<file path="src/rtl/uart_mem_master_if.sv">
`default_nettype none
// ============================================================================
// Module   : uart_mem_master_if
// Purpose  : Byte-stream and native memory bus bundle for uart_mem_master.
// Revision : 1.0 - initial release
// ============================================================================
interface uart_mem_master_if;
   logic [7:0]  rx_data;
   logic        rx_valid;
   logic        rx_ready;
   logic [7:0]  tx_data;
   logic        tx_valid;
   logic        tx_ready;
   logic        mem_valid;
   logic [31:0] mem_addr;
   logic [31:0] mem_wdata;
   logic [3:0]  mem_wstrb;
   logic [31:0] mem_rdata;
   logic        mem_ready;
   logic        busy;

   modport master (
      input  rx_data, rx_valid, tx_ready, mem_rdata, mem_ready,
      output rx_ready, tx_data, tx_valid, mem_valid, mem_addr, mem_wdata, mem_wstrb, busy
   );

   modport slave (
      output rx_data, rx_valid, tx_ready, mem_rdata, mem_ready,
      input  rx_ready, tx_data, tx_valid, mem_valid, mem_addr, mem_wdata, mem_wstrb, busy
   );
endinterface
`default_nettype wire

</file>
<file path="src/rtl/uart_mem_master.sv">
`default_nettype none
// ============================================================================
// Module   : uart_mem_master
// Purpose  : Turns 'W'/'R' command byte streams into single-word bus cycles.
// Revision : 1.0 - initial release
// ============================================================================
module uart_mem_master #(
   parameter int         TIMEOUT_CYCLES = 1024,
   parameter logic [7:0] CMD_WRITE      = 8'h57,
   parameter logic [7:0] CMD_READ       = 8'h52
) (
   input  logic              clk,
   input  logic              rst,
   uart_mem_master_if.master bus
);
   localparam int                 c_TMO_W    = $clog2(TIMEOUT_CYCLES) + 1;
   localparam logic [c_TMO_W-1:0] c_TMO_LAST = c_TMO_W'(TIMEOUT_CYCLES - 1);

   localparam logic [2:0] c_IDLE      = 3'd0;
   localparam logic [2:0] c_GET_ADDR  = 3'd1;
   localparam logic [2:0] c_GET_DATA  = 3'd2;
   localparam logic [2:0] c_BUS_REQ   = 3'd3;
   localparam logic [2:0] c_WAIT      = 3'd4;
   localparam logic [2:0] c_SEND_RESP = 3'd5;
   localparam logic [2:0] c_GAP       = 3'd6;

   logic [2:0]         r_state;
   logic               r_is_write;
   logic [1:0]         r_cnt;
   logic [23:0]        r_addr;
   logic [29:0]        r_word;
   logic [c_TMO_W-1:0] r_tmo;
   logic [31:0]        r_resp;
   logic [1:0]         r_left;
   logic               r_mem_valid;
   logic [31:0]        r_mem_addr;
   logic [31:0]        r_mem_wdata;
   logic [3:0]         r_mem_wstrb;

   logic w_rx_fire;
   logic w_tx_fire;

   assign bus.rx_ready  = !rst && (r_state == c_IDLE || r_state == c_GET_ADDR ||
                                   r_state == c_GET_DATA);
   assign bus.tx_valid  = (r_state == c_SEND_RESP);
   assign bus.tx_data   = r_resp[31:24];
   assign bus.busy      = (r_state != c_IDLE);
   assign bus.mem_valid = r_mem_valid;
   assign bus.mem_addr  = r_mem_addr;
   assign bus.mem_wdata = r_mem_wdata;
   assign bus.mem_wstrb = r_mem_wstrb;

   assign w_rx_fire = bus.rx_valid && bus.rx_ready;
   assign w_tx_fire = bus.tx_valid && bus.tx_ready;

   always_ff @(posedge clk) begin
      if (rst) begin
         r_state     <= c_IDLE;
         r_is_write  <= 1'b0;
         r_cnt       <= 2'd0;
         r_addr      <= 24'd0;
         r_word      <= 30'd0;
         r_tmo       <= '0;
         r_resp      <= 32'd0;
         r_left      <= 2'd0;
         r_mem_valid <= 1'b0;
         r_mem_addr  <= 32'd0;
         r_mem_wdata <= 32'd0;
         r_mem_wstrb <= 4'd0;
      end else begin
         case (r_state)
            c_IDLE: begin
               if (w_rx_fire) begin
                  if (bus.rx_data == CMD_WRITE || bus.rx_data == CMD_READ) begin
                     r_is_write <= (bus.rx_data == CMD_WRITE);
                     r_cnt      <= 2'd0;
                     r_state    <= c_GET_ADDR;
                  end else begin
                     r_resp  <= {8'h3F, 24'd0};
                     r_left  <= 2'd0;
                     r_state <= c_SEND_RESP;
                  end
               end
            end
            c_GET_ADDR: begin
               if (w_rx_fire) begin
                  // Only the word address survives; the last byte's low two bits are dropped.
                  r_addr <= {r_addr[15:0], bus.rx_data};
                  r_cnt  <= r_cnt + 2'd1;
                  if (r_cnt == 2'd3) begin
                     r_word  <= {r_addr, bus.rx_data[7:2]};
                     r_state <= r_is_write ? c_GET_DATA : c_BUS_REQ;
                  end
               end
            end
            c_GET_DATA: begin
               if (w_rx_fire) begin
                  r_mem_wdata <= {r_mem_wdata[23:0], bus.rx_data};
                  r_cnt       <= r_cnt + 2'd1;
                  if (r_cnt == 2'd3) begin
                     r_state <= c_BUS_REQ;
                  end
               end
            end
            c_BUS_REQ: begin
               r_mem_valid <= 1'b1;
               r_mem_addr  <= {r_word, 2'b00};
               r_mem_wstrb <= r_is_write ? 4'hF : 4'h0;
               r_tmo       <= '0;
               r_state     <= c_WAIT;
            end
            c_WAIT: begin
               if (bus.mem_ready) begin
                  r_mem_valid <= 1'b0;
                  r_mem_wstrb <= 4'h0;
                  r_state     <= c_SEND_RESP;
                  if (r_is_write) begin
                     r_resp <= {8'h4B, 24'd0};
                     r_left <= 2'd0;
                  end else begin
                     r_resp <= bus.mem_rdata;
                     r_left <= 2'd3;
                  end
               end else if (r_tmo == c_TMO_LAST) begin
                  r_mem_valid <= 1'b0;
                  r_resp      <= {8'h54, 24'd0};
                  r_left      <= 2'd0;
                  r_state     <= c_SEND_RESP;
               end else begin
                  r_tmo <= r_tmo + c_TMO_W'(1);
               end
            end
            c_SEND_RESP: begin
               if (w_tx_fire) begin
                  if (r_left == 2'd0) begin
                     r_state <= c_GAP;
                  end else begin
                     r_resp <= {r_resp[23:0], 8'd0};
                     r_left <= r_left - 2'd1;
                  end
               end
            end
            c_GAP: begin
               r_state <= c_IDLE;
            end
            default: begin
               r_state <= c_IDLE;
            end
         endcase
      end
   end
endmodule
`default_nettype wire

</file>
<file path="src/flat_wrapper.sv">
// flat-port wrapper written by rule: the top's interface ports become plain ports
module uart_mem_master_flat 
#(
   parameter int         TIMEOUT_CYCLES = 1024,
   parameter logic [7:0] CMD_WRITE      = 8'h57,
   parameter logic [7:0] CMD_READ       = 8'h52
)
  (clk, rst, bus_rx_data, bus_rx_valid, bus_tx_ready, bus_mem_rdata, bus_mem_ready, bus_rx_ready, bus_tx_data, bus_tx_valid, bus_mem_valid, bus_mem_addr, bus_mem_wdata, bus_mem_wstrb, bus_busy);
  uart_mem_master_if bus_i ();
  input  logic clk;
  input  logic rst;
  input wire logic [$bits(bus_i.rx_data)-1:0] bus_rx_data;
  input wire logic [$bits(bus_i.rx_valid)-1:0] bus_rx_valid;
  input wire logic [$bits(bus_i.tx_ready)-1:0] bus_tx_ready;
  input wire logic [$bits(bus_i.mem_rdata)-1:0] bus_mem_rdata;
  input wire logic [$bits(bus_i.mem_ready)-1:0] bus_mem_ready;
  output wire logic [$bits(bus_i.rx_ready)-1:0] bus_rx_ready;
  output wire logic [$bits(bus_i.tx_data)-1:0] bus_tx_data;
  output wire logic [$bits(bus_i.tx_valid)-1:0] bus_tx_valid;
  output wire logic [$bits(bus_i.mem_valid)-1:0] bus_mem_valid;
  output wire logic [$bits(bus_i.mem_addr)-1:0] bus_mem_addr;
  output wire logic [$bits(bus_i.mem_wdata)-1:0] bus_mem_wdata;
  output wire logic [$bits(bus_i.mem_wstrb)-1:0] bus_mem_wstrb;
  output wire logic [$bits(bus_i.busy)-1:0] bus_busy;
  assign bus_i.rx_data = bus_rx_data;
  assign bus_i.rx_valid = bus_rx_valid;
  assign bus_i.tx_ready = bus_tx_ready;
  assign bus_i.mem_rdata = bus_mem_rdata;
  assign bus_i.mem_ready = bus_mem_ready;
  assign bus_rx_ready = bus_i.rx_ready;
  assign bus_tx_data = bus_i.tx_data;
  assign bus_tx_valid = bus_i.tx_valid;
  assign bus_mem_valid = bus_i.mem_valid;
  assign bus_mem_addr = bus_i.mem_addr;
  assign bus_mem_wdata = bus_i.mem_wdata;
  assign bus_mem_wstrb = bus_i.mem_wstrb;
  assign bus_busy = bus_i.busy;
  uart_mem_master #(.TIMEOUT_CYCLES(TIMEOUT_CYCLES), .CMD_WRITE(CMD_WRITE), .CMD_READ(CMD_READ)) u_core (.clk(clk), .rst(rst), .bus(bus_i));
endmodule
</file>
<file path="config.mk">
export PLATFORM = sky130hd
export DESIGN_NAME = uart_mem_master_flat
export DESIGN_NICKNAME = d
export VERILOG_FILES = /design/src/rtl/uart_mem_master_if.sv /design/src/rtl/uart_mem_master.sv /design/src/flat_wrapper.sv
export SDC_FILE = /design/constraint.sdc
export NUM_CORES = 1
export LEC_CHECK = 0
export ABC_AREA = 0
export BUFFER_PORTS_ARGS = -buffer_cell sky130_fd_sc_hd__buf_4
export CORE_ASPECT_RATIO = 0.5
export CORE_UTILIZATION = 50
export CTS_CLUSTER_DIAMETER = 150
export DETAILED_ROUTE_END_ITERATION = 10
export PLACE_DENSITY = 0.76
export REMOVE_ABC_BUFFERS = 1
export SLEW_MARGIN = 25
export SYNTH_ARGS = -nofsm -noshare
export SYNTH_HDL_FRONTEND = slang
export SYNTH_SLANG_ARGS = --single-unit
</file>
<file path="constraint.sdc">
create_clock -name clk -period 2.01 [get_ports clk]
set_input_delay 0.1005 -clock clk [delete_from_list [all_inputs] [get_ports clk]]
set_output_delay 0.1005 -clock clk [all_outputs]
set_load 0.01 [all_outputs]
</file>
Word-level counts from Yosys, hierarchy flattened
Index checks and enable logic that the tools add are counted.

storage, ports and cells
  input bits = 45
  latch bits = 0
  bits in read-only memories = 0
  memories kept = 0
  bits in writable memories = 0
  output and inout bits = 80
  register bits after elaboration = 172

operators by class
  reductions and logical operators = 24
  multiply operators = 0
  divide/modulo/power cells = 0
  eq/ne operators = 24
  bitwise gates (word level) = 0
  mux-type cells = 41
  $add $sub $neg = 3
  shift-type cells = 0
  order comparisons = 0

operator list
  kind                                                                     count
  32-bit two-way mux                                                       7
  32-bit one-hot mux with 3 select lines                                   1
  3-bit two-way mux                                                        10
  11-bit two-way mux                                                       2
  11-bit one-hot mux with 2 select lines                                   1
  2-bit two-way mux                                                        10
  2-bit inequality test, second input constant                             10
  3-bit one-hot mux with 6 select lines                                    1
  8-bit by 7-bit == test with 1-bit output, second input constant          2
  11-bit by 1-bit adder with 11-bit output, second input constant          1
  11-bit by 10-bit == test with 1-bit output, second input constant        1
  3-bit AND reduction                                                      3
  4-bit two-way mux                                                        2
  2-bit by 1-bit inequality test with 1-bit output, second input constant  4
  4-bit one-hot mux with 2 select lines                                    1
  2-bit AND reduction                                                      4
  8-bit AND reduction                                                      1
  3-bit by 2-bit == test with 1-bit output, second input constant          2
  3-bit == test, second input constant                                     2
  2-bit one-hot mux with 3 select lines                                    1
  6-bit AND reduction                                                      1
  3-bit nonzero test                                                       2
  2-bit one-hot mux with 2 select lines                                    1
  4-bit AND reduction                                                      1
  14 further kinds                                                         21

Longest topological paths before layout
Gate-level depths: netlist of the first run.

  depth in word-level cells = 7
  mapped depth = 8

Worst setup path before layout of the first run
No wires, ideal clock.

  path kind = register -> register
  from = register u_core.r_tmo[0]
  to = register u_core.r_resp[24]
  setup time = 151 ps
  period minus slack after synthesis = 1952 ps
  slack = 58 ps
  data required time = 1859 ps
  data arrival time = 1801 ps
  cell stages (with the launch flop) = 7
  path through = dfxtp_1 ha_1 nand3_1 nor4_2 nor2_1 a211oi_1 a211oi_1

between the ends
  longest elaborated chain between the ends = 3

RTL lines
  what                                                               line                    source
  from (decl)                                                        uart_mem_master.sv:32   logic [c_TMO_W-1:0] r_tmo;
  from (signal assigned)                                             uart_mem_master.sv:130  r_tmo <= r_tmo + c_TMO_W'(1);
  11-bit by 10-bit == test with 1-bit output                         uart_mem_master.sv:124  end else if (r_tmo == c_TMO_LAST) begin
  3-bit by 2-bit inequality test with 1-bit output (no source line)  -
  6-bit AND reduction (no source line)                               -
  to (signal assigned)                                               uart_mem_master.sv:121  r_resp <= bus.mem_rdata;
  to (signal assigned)                                               uart_mem_master.sv:126  r_resp <= {8'h54, 24'd0};
  to (signal assigned)                                               uart_mem_master.sv:138  r_resp <= {r_resp[23:0], 8'd0};
  to (decl)                                                          uart_mem_master.sv:33   logic [31:0] r_resp;

Every way passes these cells.
A chain may end at the register's enable or synchronous reset.

Worst setup path in the final report of the first run
  from = register u_core.r_state[0]
  to = output port bus_tx_valid

between the ends
  longest elaborated chain between the ends = 1

RTL lines
  what                    line                   source
  from (decl)             uart_mem_master.sv:27  logic [2:0] r_state;
  from (signal assigned)  uart_mem_master.sv:58  r_state <= c_IDLE;
  from (signal assigned)  uart_mem_master.sv:77  r_state <= c_GET_ADDR;
  from (signal assigned)  uart_mem_master.sv:81  r_state <= c_SEND_RESP;
  3-bit == test           uart_mem_master.sv:45  assign bus.tx_valid = (r_state == c_SEND_RESP);
  to (decl)               flat_wrapper.sv:19     output wire logic [$bits(bus_i.tx_valid)-1:0] bus_tx_valid;

Every way passes these cells.

==> results of run 1 <==
## state kept, by name (all words and copies together) (netlist names)
signal,flops
u_core.r_tmo,11
u_core.r_addr,24
u_core.r_state,3
u_core.bus.mem_addr,30
u_core.r_word,30
u_core.r_resp,32
u_core.bus.mem_wdata,32
u_core.r_is_write,1
u_core.r_left,2
u_core.bus.mem_wstrb,1
u_core.bus.mem_valid,1
u_core.r_cnt,2
## worst reg2reg max path, stage by stage (launching register included)
cell	delay (ns)
sky130_fd_sc_hd__dfxtp_2	0.37
sky130_fd_sc_hd__ha_1	0.21
sky130_fd_sc_hd__nand3_1	0.16
sky130_fd_sc_hd__nor4_4	0.32
sky130_fd_sc_hd__nand2b_4	0.21
sky130_fd_sc_hd__buf_12	0.17
sky130_fd_sc_hd__a21oi_1	0.08
sky130_fd_sc_hd__a211oi_1	0.27
## Yosys cell counts, types with 4 or more instances
library cell | instances | area (µm²)
sky130_fd_sc_hd__nand2_1 | 249 | 935
sky130_fd_sc_hd__a21oi_1 | 171 | 856
sky130_fd_sc_hd__dfxtp_1 | 169 | 3380
sky130_fd_sc_hd__clkbuf_1 | 47 | 176
sky130_fd_sc_hd__a211oi_1 | 31 | 233
sky130_fd_sc_hd__nor2_1 | 21 | 78.8
sky130_fd_sc_hd__a22oi_1 | 20 | 150
sky130_fd_sc_hd__buf_4 | 17 | 128
sky130_fd_sc_hd__o21ai_0 | 17 | 85.1
sky130_fd_sc_hd__buf_2 | 13 | 65.1
sky130_fd_sc_hd__inv_1 | 11 | 41.3
sky130_fd_sc_hd__nand3_1 | 9 | 45.0
sky130_fd_sc_hd__nand2b_1 | 7 | 43.8
sky130_fd_sc_hd__or3_1 | 5 | 31.3
sky130_fd_sc_hd__nor2b_1 | 4 | 25.0
sky130_fd_sc_hd__nor3_1 | 4 | 20.0
sky130_fd_sc_hd__xnor2_1 | 4 | 35.0
## placed cells by master (no fill, tap or decap), types with 4 or more instances in the layout
cell type / instances
sky130_fd_sc_hd__nand2b_1: 6
sky130_fd_sc_hd__nor2_1: 19
sky130_fd_sc_hd__buf_12: 5
sky130_fd_sc_hd__a21oi_1: 171
sky130_fd_sc_hd__nand2_1: 249
sky130_fd_sc_hd__dfxtp_1: 166
sky130_fd_sc_hd__a211oi_1: 30
sky130_fd_sc_hd__nor2b_1: 4
sky130_fd_sc_hd__buf_4: 142
sky130_fd_sc_hd__o21ai_0: 17
sky130_fd_sc_hd__clkbuf_16: 17
sky130_fd_sc_hd__inv_1: 11
sky130_fd_sc_hd__xnor2_1: 4
sky130_fd_sc_hd__dlygate4sd3_1: 16
sky130_fd_sc_hd__or3_1: 5
sky130_fd_sc_hd__a22oi_1: 20
sky130_fd_sc_hd__nand3_1: 9
## power groups by stage
stage	Clock, mW	Combinational, mW	Sequential, mW
floorplan	0	1.15	3.99
global placement	0	2.13	3.95
detailed placement	0	2.17	3.96
CTS	3.28	2.21	3.89
global route	3.43	2.47	3.94
finish	3.23	2.23	3.91
## worst paths after layout
| kind | endpoint | slack, ns |
|---|---|---|
| worst max-delay path | bus_tx_valid | 0.12 |
| worst min-delay path | u_core.r_state[0] | 0.06 |
| worst max register to register | u_core.r_resp[28] | 0.12 |
| worst min register to register | u_core.bus.mem_addr[3] | 0.44 |
## cell families (layout without fill, tap and decap cells)
kind of cell               count (synthesis)  after routing
buffers and inverters                     89            207
other                                      1              2
muxes                                      2              2
DFF                                      169            169
and+or+nand+nor                          317            317
xor gates and xnor gates                   4              4
adders and majority gates                  3              3
AOI/OAI and AO/OA                        255            255
## area by class of cell
class	count	area [µm²]	share of cell area [%]
multi-input combinational	583	2920	34.4
tap	170	213	2.50
clock buffer	18	429	5.05
sequential	169	3390	39.9
clock inverter	14	163	1.92
inverter	11	41.3	0.486
timing repair buffer	164	1340	15.7
## routing by layer
layer,up-vias,share of wire (%),GRT usage (%)
li1,3050,-,-
met1,2820,45,30.3
met2,158,49,38.7
met3,8,5.1,5.17
met4,0,0.87,6.86
met5,-,0,0
## stage by stage
| step | power (mW) | utilization, % | setup WS (ns) | instance area (µm²) | setup TNS [ns] |
|---|---|---|---|---|---|
| CTS | 9.38 | 65.9 | 0.0126 | 8470 | 0 |
| global route | 9.84 | 66.1 | 0.0168 | 8490 | 0 |
| detailed placement | 6.13 | 60.0 | 0.0199 | 7700 | 0 |
| finish | 9.37 | 66.1 | 0.117 | 8490 | 0 |
| floorplan | 5.14 | - | -0.670 | 6310 | -49.76 |
| global placement | 6.08 | 60.0 | 0.115 | 7700 | 0 |
## what timing repair did
action / 4_1_cts / 5_1_grt
buffers inserted: 0 / 0
setup endpoints to repair: 2 / 57
gates resized for setup: 2 / 7
hold buffers: 16 / 0
pin swaps: 0 / 1
hold endpoints to repair: 31 / 0
==> results, run 1 <==
- The run finished, with violations left.
- The final reports fail on DRC.
- In this run the mean area of a mapped cell was 7.96 µm².
- The post-synthesis async set-or-reset flop share is 0%.
- The area added between synthesis and finish is 27.0%.
- From bottom edge to top edge, the die measures 83.8 µm.
- The initial standard-cell utilization of the core is 52.1%.
- The peak clock frequency supported by timing is 0.528 GHz.
- The total detailed-routing wirelength is ~16000 µm.
- After floorplanning, the core was divided into 29 placement rows.
- The count of boundary I/O pins is about 130.
- At the pin with the least slew margin, the transition time is 0.805 ns.
- The critical path buffer and inverter count is 4.
- The routed length per placed instance is around 14 µm.
- Per report_power, the clock group accounts for 34.4% of the total.
- The global-route wire length before repair is 26100 µm.
- The reported net switching power is 2.92 mW.
- The sequential-to-total area share from yosys stat is 50.6%.
- The number of slew-limit violations in the final report is 0.
- The final critical path time including I/O delays and setup is 1.89 ns.
- The setup clock skew after layout is around 0.01 ns.
- The H-tree was split into 4 levels.
- The synthesized netlist devotes approximately 22% of its cell area to compound gates.
- The clock net in this run drives a total of 169 sinks.
- Of the total synthesized cell area, the portion taken by AND, OR, NAND and NOR gates is 19.9%.
- The global placement routability congestion is 0.814.
- Entering global routing, the biggest net connects 165 pins.
- The share of layout cells above drive strength 1 is approximately a fifth.
- The tree is rooted in a sky130_fd_sc_hd__clkbuf_16.
- The leakage power summed over all cells is ~3.1 nW.
- The CTS tree is built.
- Power spread over the standard cell area amounts to 1100 mW/mm².
- 0 antenna diodes ended up in the layout.
- The portion of synthesized area spent on multiplexers is less than 1%.
- The sum of net half-perimeters after detailed placement is 9830 µm.
- Counting along the longest clock path gives a buffer depth of 2.
- Net switching is 31.2% of the power.
- The initial antenna violation count is 0.
- The post-synthesis adder-cell area fraction is 0.561%.
- The path depth of the worst reg2reg path is 7.
- The detailed-router iteration count before antenna repair is 8.
- The placeable core region is approximately 0.013 mm².
- After synthesis the netlist holds a flip-flop and latch count of roughly 170.
- After synthesis, the largest family of logic cells by area is compound AO/OA/AOI/OAI gates.
- Tracing the worst setup path back leads to its startpoint at u_core.r_state[0].
- Along the worst path, the maximum fanout reaches 27.
- Data on the critical path arrives at its endpoint at 1.79 ns.
- Traced cell by cell, the critical path runs through buf_4, nand2b_1, buf_4, nor2_2, buf_6, buf_4.
- For this run, the leading register cell type out of synthesis is sky130_fd_sc_hd__dfxtp_1.
- The xor and xnor area share after synthesis is 0.524%.
- The endpoint type of the worst setup path is an output port.
- Among all stages on the critical path, the largest delay is contributed by sky130_fd_sc_hd__dfxtp_2.
- For this run, design rule violations remaining after detail routing come to 13.
- The count of nets left with antenna violations once routing finished came out at 0.
- The x dimension of the die is 166 µm.
- The ratio of final minimum period to clock period is 94.2%.
- The count of flip-flops with a built-in enable after synthesis is 0.
- The startpoint of the most critical hold path is bus_tx_ready.
- The critical path's top delay family is buffers and inverters.
- On the final layout, the worst hold slack is slightly above 0.06 ns.
- For this run the aggregate overflow at the end of global routing stands at 0.
- The finished layout holds 1129 standard cells, fillers aside.
- Dividing the detail-routed via count by the number of cells gives 5.35.
- The tool flagged a number of max-cap violations equal to 0.
- The number of filler instances in the final layout is 1114.
- The count of vias placed by the detailed router is 6036.
- The startpoint of the most critical register-to-register path is u_core.r_tmo[0].
- Setup repair after global routing left no endpoint under its margin.
- In the global route stage, overall resource usage came out at 23.3%.
- After clock tree synthesis, the clock-pin slew on the worst setup and hold paths is 0.07 ns.
- In this run, the number of DRC markers left after iteration 0 of detailed routing was between 500 and 600.
- Setup violations remaining at the end of the flow were counted as 0.
- The min-delay analysis places its worst path in the category in2reg.
- The synthesized instance count is 840.
- The count of buffers from port buffering is 122.
- The via count of the first global-routing pass is 5640.
- The power share of the sequential group is approximately two fifths.
- At the worst endpoint, the required time is 1.91 ns.
- The critical path's most frequent cell is sky130_fd_sc_hd__buf_4.
- By startpoint and endpoint, the worst setup path is classified as reg2out.
- The net count of the finished layout is 994.
- Measured against its own limit, the worst slew margin works out to between 40% and 50%.
- The final count of hold timing violations is 0.
- The power share of the combinational group is 23.9%.
- The number of buffers created by CTS is 17.
- The maximum cell stage delay along the critical path is approximately 0.42 ns.
- The synthesized netlist contains 45 unique library cells.
- VDD sags by at most 0.000656 V.
- The number of cells on the critical path is 6.
- The worst-skew pair later-pin latency is around 0.42 ns.
- The die outline area is about 0.014 mm².
- Once placement completed, the tool counted placed cells totaling 1081.
- The cell internal power dissipation is 6.45 mW.
- The cell area that synthesis handed to floorplanning was about 0.0067 mm².
- The number of warnings issued by yosys is 0.
- STA classifies the critical path startpoint as a flip-flop.
- The worst hold path cell count is 4.
Note: power is estimated with default switching activity, not from simulation.
==> run 2, diff against run 1 <==
--- a/config.mk
+++ b/config.mk
@@ -9,7 +9,7 @@
 export BUFFER_PORTS_ARGS = -buffer_cell sky130_fd_sc_hd__buf_4
 export CORE_ASPECT_RATIO = 0.5
 export CORE_UTILIZATION = 50
-export CTS_CLUSTER_DIAMETER = 150
+export CTS_CLUSTER_DIAMETER = 100
 export DETAILED_ROUTE_END_ITERATION = 10
 export PLACE_DENSITY = 0.76
 export REMOVE_ABC_BUFFERS = 1
==> constraint.sdc (replaced) <==
create_clock -name clk -period 2.01 [get_ports clk]
set_input_delay 0.402 -clock clk [delete_from_list [all_inputs] [get_ports clk]]
set_output_delay 0.402 -clock clk [all_outputs]
set_load 0.01 [all_outputs]
==> run 2 against run 1 <==
Net effect:
- the run still ends with DRC left
- cell count decreased by 0.80%
- sequential power about the same
- clock skew about the same
- hold slack improved by 0.16 ns
- worst setup slack got worse by 0.061 ns
- count of clock-buffer cells in the layout decreased by 1
- global-route usage decreased by 0.47 points
- die area unchanged
- critical path type unchanged
- critical endpoint unchanged
- largest cell class unchanged
- largest power group unchanged
==> results, run 2 (synthesis results as in run 1) <==
- The flow ran to the end, but the final reports show violations.
- The final reports fail on DRC.
- In this design, the largest share of critical-path delay is due to buffers and inverters.
- The worst endpoint data arrival time is 1.55 ns.
- The standard cell with the maximum stage delay on the critical path is sky130_fd_sc_hd__dfxtp_4.
- The via density per instance is 5.40.
- The number of violations reported at the end of detailed-routing iteration 0 is 421.
- The maximum net fanout on the critical path is 14.
- The count of boundary I/O pins is 125.
- Buffers placed on the I/O ports in this run total around 120.
- The number of antenna diodes in the final layout is 0.
- The completed layout was analyzed and its total power is 9.39 mW.
- After clock tree synthesis, the setup repair step added 0 buffers.
- The ratio of final minimum period to clock period is 97.2%.
- The maximum number of pins on one net before global-route repair is 164.
- The clock slew at the register clock pins of the worst setup and hold paths is 0.07 ns.
- The maximum count of clock buffers along a single path is 2.
- The aggregate global routing overflow is 0.
- The maximum level of the CTS H-tree is 4.
- Buffers inserted during clock tree synthesis total 17.
- The endpoint type of the worst setup path is an output port.
- For this run, design rule violations remaining after detail routing come to 12.
- The congestion estimate from routability-driven global placement came to just over 0.8.
- Across the run, the number of max-cap violations was 0.
- The initial antenna violation count is 0.
- The leakage power summed over all cells is 3.07 nW.
- The routed length per placed instance is between 10 and 15 µm.
- The setup clock skew after layout is 0.0104 ns.
- The count of final setup violators is 0.
- The category of the most critical setup path is reg2out.
- The sum of net half-perimeters after detailed placement is about 10000 µm.
- The first detailed-routing pass ran for 8 iterations.
- The clock period could shrink to 1.95 ns.
- Across all setup checks in the final design, the least slack found is 0.0568 ns.
- The critical path's most frequent cell is sky130_fd_sc_hd__buf_4.
- The die is 166 µm wide.
- The transition at the pin with the smallest max-transition slack is slightly above 0.7 ns.
- The final count of hold timing violations is 0.
- The tree is rooted in a sky130_fd_sc_hd__clkbuf_16.
- The signal on the critical path passes through buf_4, nand2b_4, nor2_4, buf_12, buf_4.
- The worst path required time is 1.61 ns.
- The global router's overall resource usage is around 23%.
- Leaving out fill and tap cells, the most frequent cells in the layout are sky130_fd_sc_hd__nand2_1 (249), sky130_fd_sc_hd__a21oi_1 (171), sky130_fd_sc_hd__dfxtp_1 (167), sky130_fd_sc_hd__buf_4 (145), sky130_fd_sc_hd__a211oi_1 (28).
- In this run the worst hold path is classified as in2reg.
- IR analysis of the VDD net gives a maximum drop of roughly 0.00074 V.
- The share of layout cells above drive strength 1 is 21.6%.
- The areal power density over the cells is around 1100 mW/mm².
- The count of vias placed by the detailed router is 6044.
- The count of clock tree sinks is 169.
- The via count of the first global-routing pass is roughly 5400.
- The initial standard-cell utilization of the core is 52.1%.
- The worst setup path is launched from a flip-flop.
- In this design, the stage delay of the slowest critical-path cell is 0.41 ns.
- Headroom to the max-slew limit came out at 51.7%.
- The critical path buffer and inverter count is 3.
- The pre-CTS worst setup slack is -0.00163 ns.
- The global-route wire length before repair is 25700 µm.
- After filler insertion, the fill cell instance count of the layout stands at 1062.
- The total area inside the core boundary comes to 0.0128 mm².
- The number of hold buffers added after cts is 0.
- The area growth from synthesis to layout is 26.5%.
- Leaving out fill and tap cells, the most frequent cell in the layout is sky130_fd_sc_hd__nand2_1.
- The CTS tree is built.
- The number of nets at the end of the flow is 985.
- In this run the vertical extent of the chip is 83.8 µm.
- The number of routed nets with antenna violations is 0.
- The clock reaches the later pin of the worst-skew pair after 0.43 ns.
- The die outline area is 0.0139 mm².
- The number of rows created at floorplan is 29.
- The number of slew-limit violations in the final report is 0.
- Timing would allow up to approximately 0.51 GHz.
- The total detailed-routing wirelength is 15800 µm.
==> run 2: cell types whose count changed in the layout (fill, tap and decap cells not counted), moves of 2 or more <==
cell / previous run / this run
sky130_fd_sc_hd__inv_8: 3 / 6
sky130_fd_sc_hd__buf_4: 142 / 145
sky130_fd_sc_hd__buf_12: 5 / 8
sky130_fd_sc_hd__dfxtp_2: 3 / 1
sky130_fd_sc_hd__a211oi_1: 30 / 28
sky130_fd_sc_hd__a211oi_2: 1 / 3
sky130_fd_sc_hd__clkbuf_16: 17 / 19
sky130_fd_sc_hd__dlygate4sd3_1: 16 / 0
sky130_fd_sc_hd__nor2_2: 2 / 0
==> run 2: metrics by stage <==
stage / setup TNS, ns / instances / cell area, µm² / util [%] / hold WS (ns)
2_1_floorplan: -49.90 / 763 / 6310 / - / 0.426
3_3_place_gp: 0 / 1086 / 7780 / 60.6 / 0.439
3_5_place_dp: -0.00163 / 1086 / 7780 / 60.6 / 0.445
4_1_cts: 0 / 1118 / 8370 / 65.2 / 0.206
5_1_grt: -0.0539 / 1120 / 8460 / 65.8 / 0.223
6_report: 0 / 1120 / 8460 / 65.8 / 0.218
==> run 2: metal layers <==
| metal | vias up | track usage (%) | wire, µm |
|---|---|---|---|
| met5 | - | 0 | 0 |
| met4 | 0 | 6.86 | 189 |
| met3 | 18 | 5.17 | 842 |
| met2 | 161 | 35.8 | 7430 |
| met1 | 2840 | 31.3 | 7350 |
| li1 | 3025 | - | - |
==> run 2: tightest hold or removal path, cell delays in order <==
cell and delay [ns]:
sky130_fd_sc_hd__buf_4 0.11, sky130_fd_sc_hd__nand2_1 0.04, sky130_fd_sc_hd__a21oi_1 0.05
==> run 2: path summary, 6_finish.rpt <==
kind,startpoint,end,slack (ns),depth (start not counted)
setup / recovery,u_core.r_state[0],bus_tx_valid,0.06,5
hold / removal,bus_mem_rdata[3],u_core.r_resp[3],0.22,3
setup reg to reg,u_core.r_tmo[0],u_core.r_resp[30],0.11,8
hold reg to reg,u_core.r_addr[20],u_core.r_word[26],0.45,2
==> run 2: power breakdown <==
part	switching, mW	leakage [nW]	internal, mW	total, mW
clock	1.52	0.275	1.65	3.17
sequential	0.227	1.37	3.68	3.91
combinational	1.28	1.43	1.02	2.31
total	3.03	3.07	6.36	9.39
==> run 2: final cells by class <==
type                            count  area [µm²]  area share [%]
Clock buffer                       17         425            5.03
Clock inverter                     15         150            1.78
Timing Repair Buffer              155        1300            15.4
Tap cell                          170         213            2.52
Sequential cell                   169        3390            40.1
Multi-Input combinational cell    583        2940            34.8
Inverter                           11        41.3           0.488
==> run 2: repair_timing <==
| action | 4_1_cts | 5_1_grt |
|---|---|---|
| gates cloned | 0 | 2 |
| resized for setup | 5 | 8 |
| pin swaps | 0 | 1 |
| endpoints found under the setup margin | 4 | 29 |
==> run 3, diff against run 2 <==
--- a/config.mk
+++ b/config.mk
@@ -5,7 +5,7 @@
 export SDC_FILE = /design/constraint.sdc
 export NUM_CORES = 1
 export LEC_CHECK = 0
-export ABC_AREA = 0
+export ABC_AREA = 1
 export BUFFER_PORTS_ARGS = -buffer_cell sky130_fd_sc_hd__buf_4
 export CORE_ASPECT_RATIO = 0.5
 export CORE_UTILIZATION = 50
==> run 3 against run 2 <==
Net effect:
- the flow now finishes without violations
- hold slack improved by 0.035 ns
- wire length decreased by 0.18%
- count of clock-buffer cells in the layout increased by 2
- register-to-register slack improved by 0.03 ns
- clock power decreased by 5%
- first-iteration DRC count decreased by 1.9%
- via count increased by 3.7%
- sequential power increased by 7.7%
- critical path depth decreased by 1
- critical endpoint unchanged
==> results, run 3 <==
- The commonest cells after synthesis are sky130_fd_sc_hd__nor2_1 (207), sky130_fd_sc_hd__nand2_1 (185), sky130_fd_sc_hd__dfxtp_1 (169).
- The switching share of power is 34.3%.
- Entering global routing, the biggest net connects 122 pins.
- The count of buffers from port buffering is 122.
- Along the worst path, the maximum fanout reaches 26.
- The path depth of the worst reg2reg path is 9.
- Based on the critical path, the design can be clocked at up to 0.524 GHz.
- The worst pin sits at a relative slew slack of a little over three fifths.
- The final layout contains routed wiring with a total length of 15800 µm.
- The ratio of final minimum period to clock period is 94.9%.
- After synthesis the cells add up to 0.00693 mm².
- Hold repair after CTS inserted 0 buffers.
- The run finished with clean final reports.
- The most instantiated library cell after synthesis is sky130_fd_sc_hd__nor2_1.
- Setup repair after global routing left no endpoint under its margin.
- The synthesis-stage register bit count is 169.
- The library cells used most frequently in the layout, excluding fill and tap cells, are sky130_fd_sc_hd__nor2_1 (207), sky130_fd_sc_hd__nand2_1 (184), sky130_fd_sc_hd__dfxtp_1 (168), sky130_fd_sc_hd__buf_4 (139), sky130_fd_sc_hd__a21oi_1 (93).
- The clock network fraction of design power is 29.2%.
- Across the VDD grid, the largest voltage drop is 0.000732 V.
- The synthesized instance count is 957.
- In the post-synthesis netlist, the biggest area contributors are sky130_fd_sc_hd__dfxtp_1 (49%), sky130_fd_sc_hd__nor2_1 (11%), sky130_fd_sc_hd__nand2_1 (10%).
- In this run the most critical hold path is launched from bus_rx_data[5].
- At the pin with the least slew margin, the transition time is roughly 0.55 ns.
- The post-synthesis cell type with the largest combined area is sky130_fd_sc_hd__dfxtp_1.
- The via density per instance is 4.99.
- The cell family contributing the most delay on the critical path is flip-flops.
- Combinational logic is responsible for 30.1% of the overall power.
- The DRC violation count after routing is 0.
- The die outline area is approximately 0.014 mm².
- For this block, the initial DRC count from the detailed router was 413.
- The number of slew-limit violations in the final report came to 0.
- The height of the die is about 85 µm.
- The count of vias placed by the detailed router is 6266.
- The count of clock tree sinks is ~170.
- The path category of the worst min-delay check is in2reg.
- Summed over all nets, the switching power comes to 3.55 mW.
- The final count of hold timing violations is 0.
- The clock slew at the register clock pins of the worst setup and hold paths is around 0.06 ns.
- The worst path required time is 1.61 ns.
- The endpoint of the most critical register-to-register path is u_core.r_left[0].
- The routed length per placed instance is 12.6 µm.
- The library cell used most frequently in the layout, excluding fill and tap cells, is sky130_fd_sc_hd__nor2_1.
- Across the routed clock network, the largest skew measured is between 0.009 and 0.01 ns.
- The repair_antennas step left the layout with diodes totalling 0.
- The die is 168 µm wide.
- The number of nets at the end of the flow is between 1000 and 1500.
- Cell internal power was estimated by the tool at 6.79 mW.
- Setup violations remaining at the end of the flow were counted as 0.
- The number of warnings issued by yosys is 0.
- The maximum count of clock buffers along a single path is 2.
- Averaged over all synthesized cells, the footprint is 7.24 µm².
- After floorplanning, the core was divided into 29 placement rows.
- The count of cell types in the netlist is 32.
- The worst setup path is captured at an output port.
- The endpoint of the worst hold path is u_core.r_word[3].
- The tree is rooted in a sky130_fd_sc_hd__clkbuf_16.
- The worst-skew pair later-pin latency is 0.42 ns.
- The worst path in the final design needs a cycle of roughly 1.9 ns, including I/O delays and setup.
- At the worst endpoint, the arrival time is 1.51 ns.
- With fillers left out, the area of the finished cells amounts to 0.00853 mm².
- The signal on the critical path passes through nand2_1, nor2_4, buf_6, buf_4.
- The standard cell with the maximum stage delay on the critical path is sky130_fd_sc_hd__dfxtp_1.
- In this run, flip-flops and latches consume between 40% and 50% of the power.
- After detailed placement, the total cell area comes to 0.00793 mm².
- The share of layout cells above drive strength 1 is 18.7%.
- Of the synthesized area, sequential elements account for 48.8%.
- The startpoint identified for the worst register-to-register timing path is u_core.r_state[2].
- For this design the top-level I/O count stands at 125.
- Power spread over the standard cell area amounts to 1210 mW/mm².
- After legalization and detailed placement, the total HPWL measured between 10000 and 15000 µm.
- For this run, the detailed router's first-pass iteration total came to 5.
- The worst hold path cell count is 3.
- TritonCTS built the clock tree.
- For this configuration, the core starts out at a cell density of between 50% and 60%.
- Global routing finished with a remaining overflow of 0.
- The maximum level of the CTS H-tree is 4.
- The kind of launch point of the worst setup path is a flip-flop.
- Final hold analysis gives a worst-case slack of 0.252 ns.
- The count of flip-flops with a built-in enable after synthesis is 0.
- Max-cap violations in this run came to 0.
- The post-layout utilization of the core is 65.1%.
- In this run the remaining antenna-violating nets after routing total 0.
- The category of the most critical setup path is reg2out.
- In this design, the stage delay of the slowest critical-path cell is 0.46 ns.
- The critical path buffer and inverter count is 2.
- The initial antenna violation count is 0.
- The area growth from synthesis to layout is 23.1%.
- The proportion of netlist area held by the largest area contributor is between 40 and 50%.
- The number of buffers created by CTS is 17.
- The via count of the first global-routing pass is 5704.
- Global routing used 22.4% of the available tracks across all layers.
- The register-to-register path setup slack is about 0.14 ns.
- For this run, asynchronously set or reset flops after synthesis account for 0%.
- The first global-routing pass estimated 26100 µm of wire.
- Summed over all cells, the static leakage comes to 3.67 nW.
- The placeable core region is 0.0131 mm².
- In the synthesized netlist the dominant register cell turns out to be sky130_fd_sc_hd__dfxtp_1.
- The global placement routability congestion is 0.866.
==> run 3: worst max path at each step <==
stage,cells after the start,end,startpoint
3_5_place_dp,11,u_core.r_resp[1],u_core.r_tmo[1]
5_1_grt,11,u_core.r_resp[29],u_core.r_tmo[1]
2_1_floorplan,6,u_core.bus.mem_wdata[15],rst
4_1_cts,4,bus_tx_valid,u_core.r_state[0]
6_report,4,bus_tx_valid,u_core.r_state[0]
3_3_place_gp,11,u_core.r_resp[22],u_core.r_tmo[1]
==> run 3: per-layer routing <==
layer	up-vias	global-route usage, %	share of wire, %
met5	-	0	0
met4	0	7.77	1.3
met3	19	5.69	6.0
met2	156	37.6	46
met1	2836	28.3	46
li1	3255	-	-
==> run 3: power groups by stage <==
stage / registers, mW / logic, mW / clock network, mW
2_1_floorplan: 4.33 / 1.82 / 0
3_5_place_dp: 4.28 / 2.93 / 0
3_3_place_gp: 4.26 / 2.86 / 0
6_report: 4.21 / 3.11 / 3.02
5_1_grt: 4.28 / 3.52 / 3.23
4_1_cts: 4.21 / 2.95 / 3.08
==> run 3: worst min-delay path, stage by stage <==
cell and delay (ns):
sky130_fd_sc_hd__buf_4 0.10, sky130_fd_sc_hd__nor2_1 0.04, sky130_fd_sc_hd__nor2_1 0.08
==> run 3: area by class of cell <==
| class | count | area [µm²] |
|---|---|---|
| clock inverters | 13 | 110 |
| clock buffers | 19 | 433 |
| flip-flops and latches | 169 | 3380 |
| multi-input cells | 663 | 2990 |
| well taps | 186 | 233 |
| repair buffers | 145 | 1160 |
| inverters | 60 | 225 |
| fillers | 1144 | 4570 |
==> run 3: per-stage QoR <==
| stage | TNS [ns] | worst slack [ns] | total power, mW | cells |
|---|---|---|---|---|
| floorplan | -178.20 | -1.65 | 6.15 | 892 |
| CTS | 0 | 0.0128 | 10.2 | 1251 |
| detailed placement | 0 | 0.139 | 7.21 | 1219 |
| global route | 0 | 0.00320 | 11.0 | 1255 |
| finish | 0 | 0.103 | 10.3 | 1255 |
| global placement | 0 | 0.207 | 7.12 | 1219 |
==> run 3: kinds of logic after synthesis <==
logic type | after synthesis | share of synthesized area, %
other | 1 | 0.0541
and+or+nand+nor | 446 | 25.9
DFF | 169 | 48.8
adders and majority gates | 3 | 0.542
buffers and inverters | 126 | 8.16
xor gates and xnor gates | 2 | 0.253
AOI/OAI and AO/OA | 210 | 16.3
==> run 3: what timing repair did <==
action | in CTS | in global routing
endpoints found under the setup margin | 0 | 34
resized for setup | 0 | 3
buffers inserted | 0 | 3
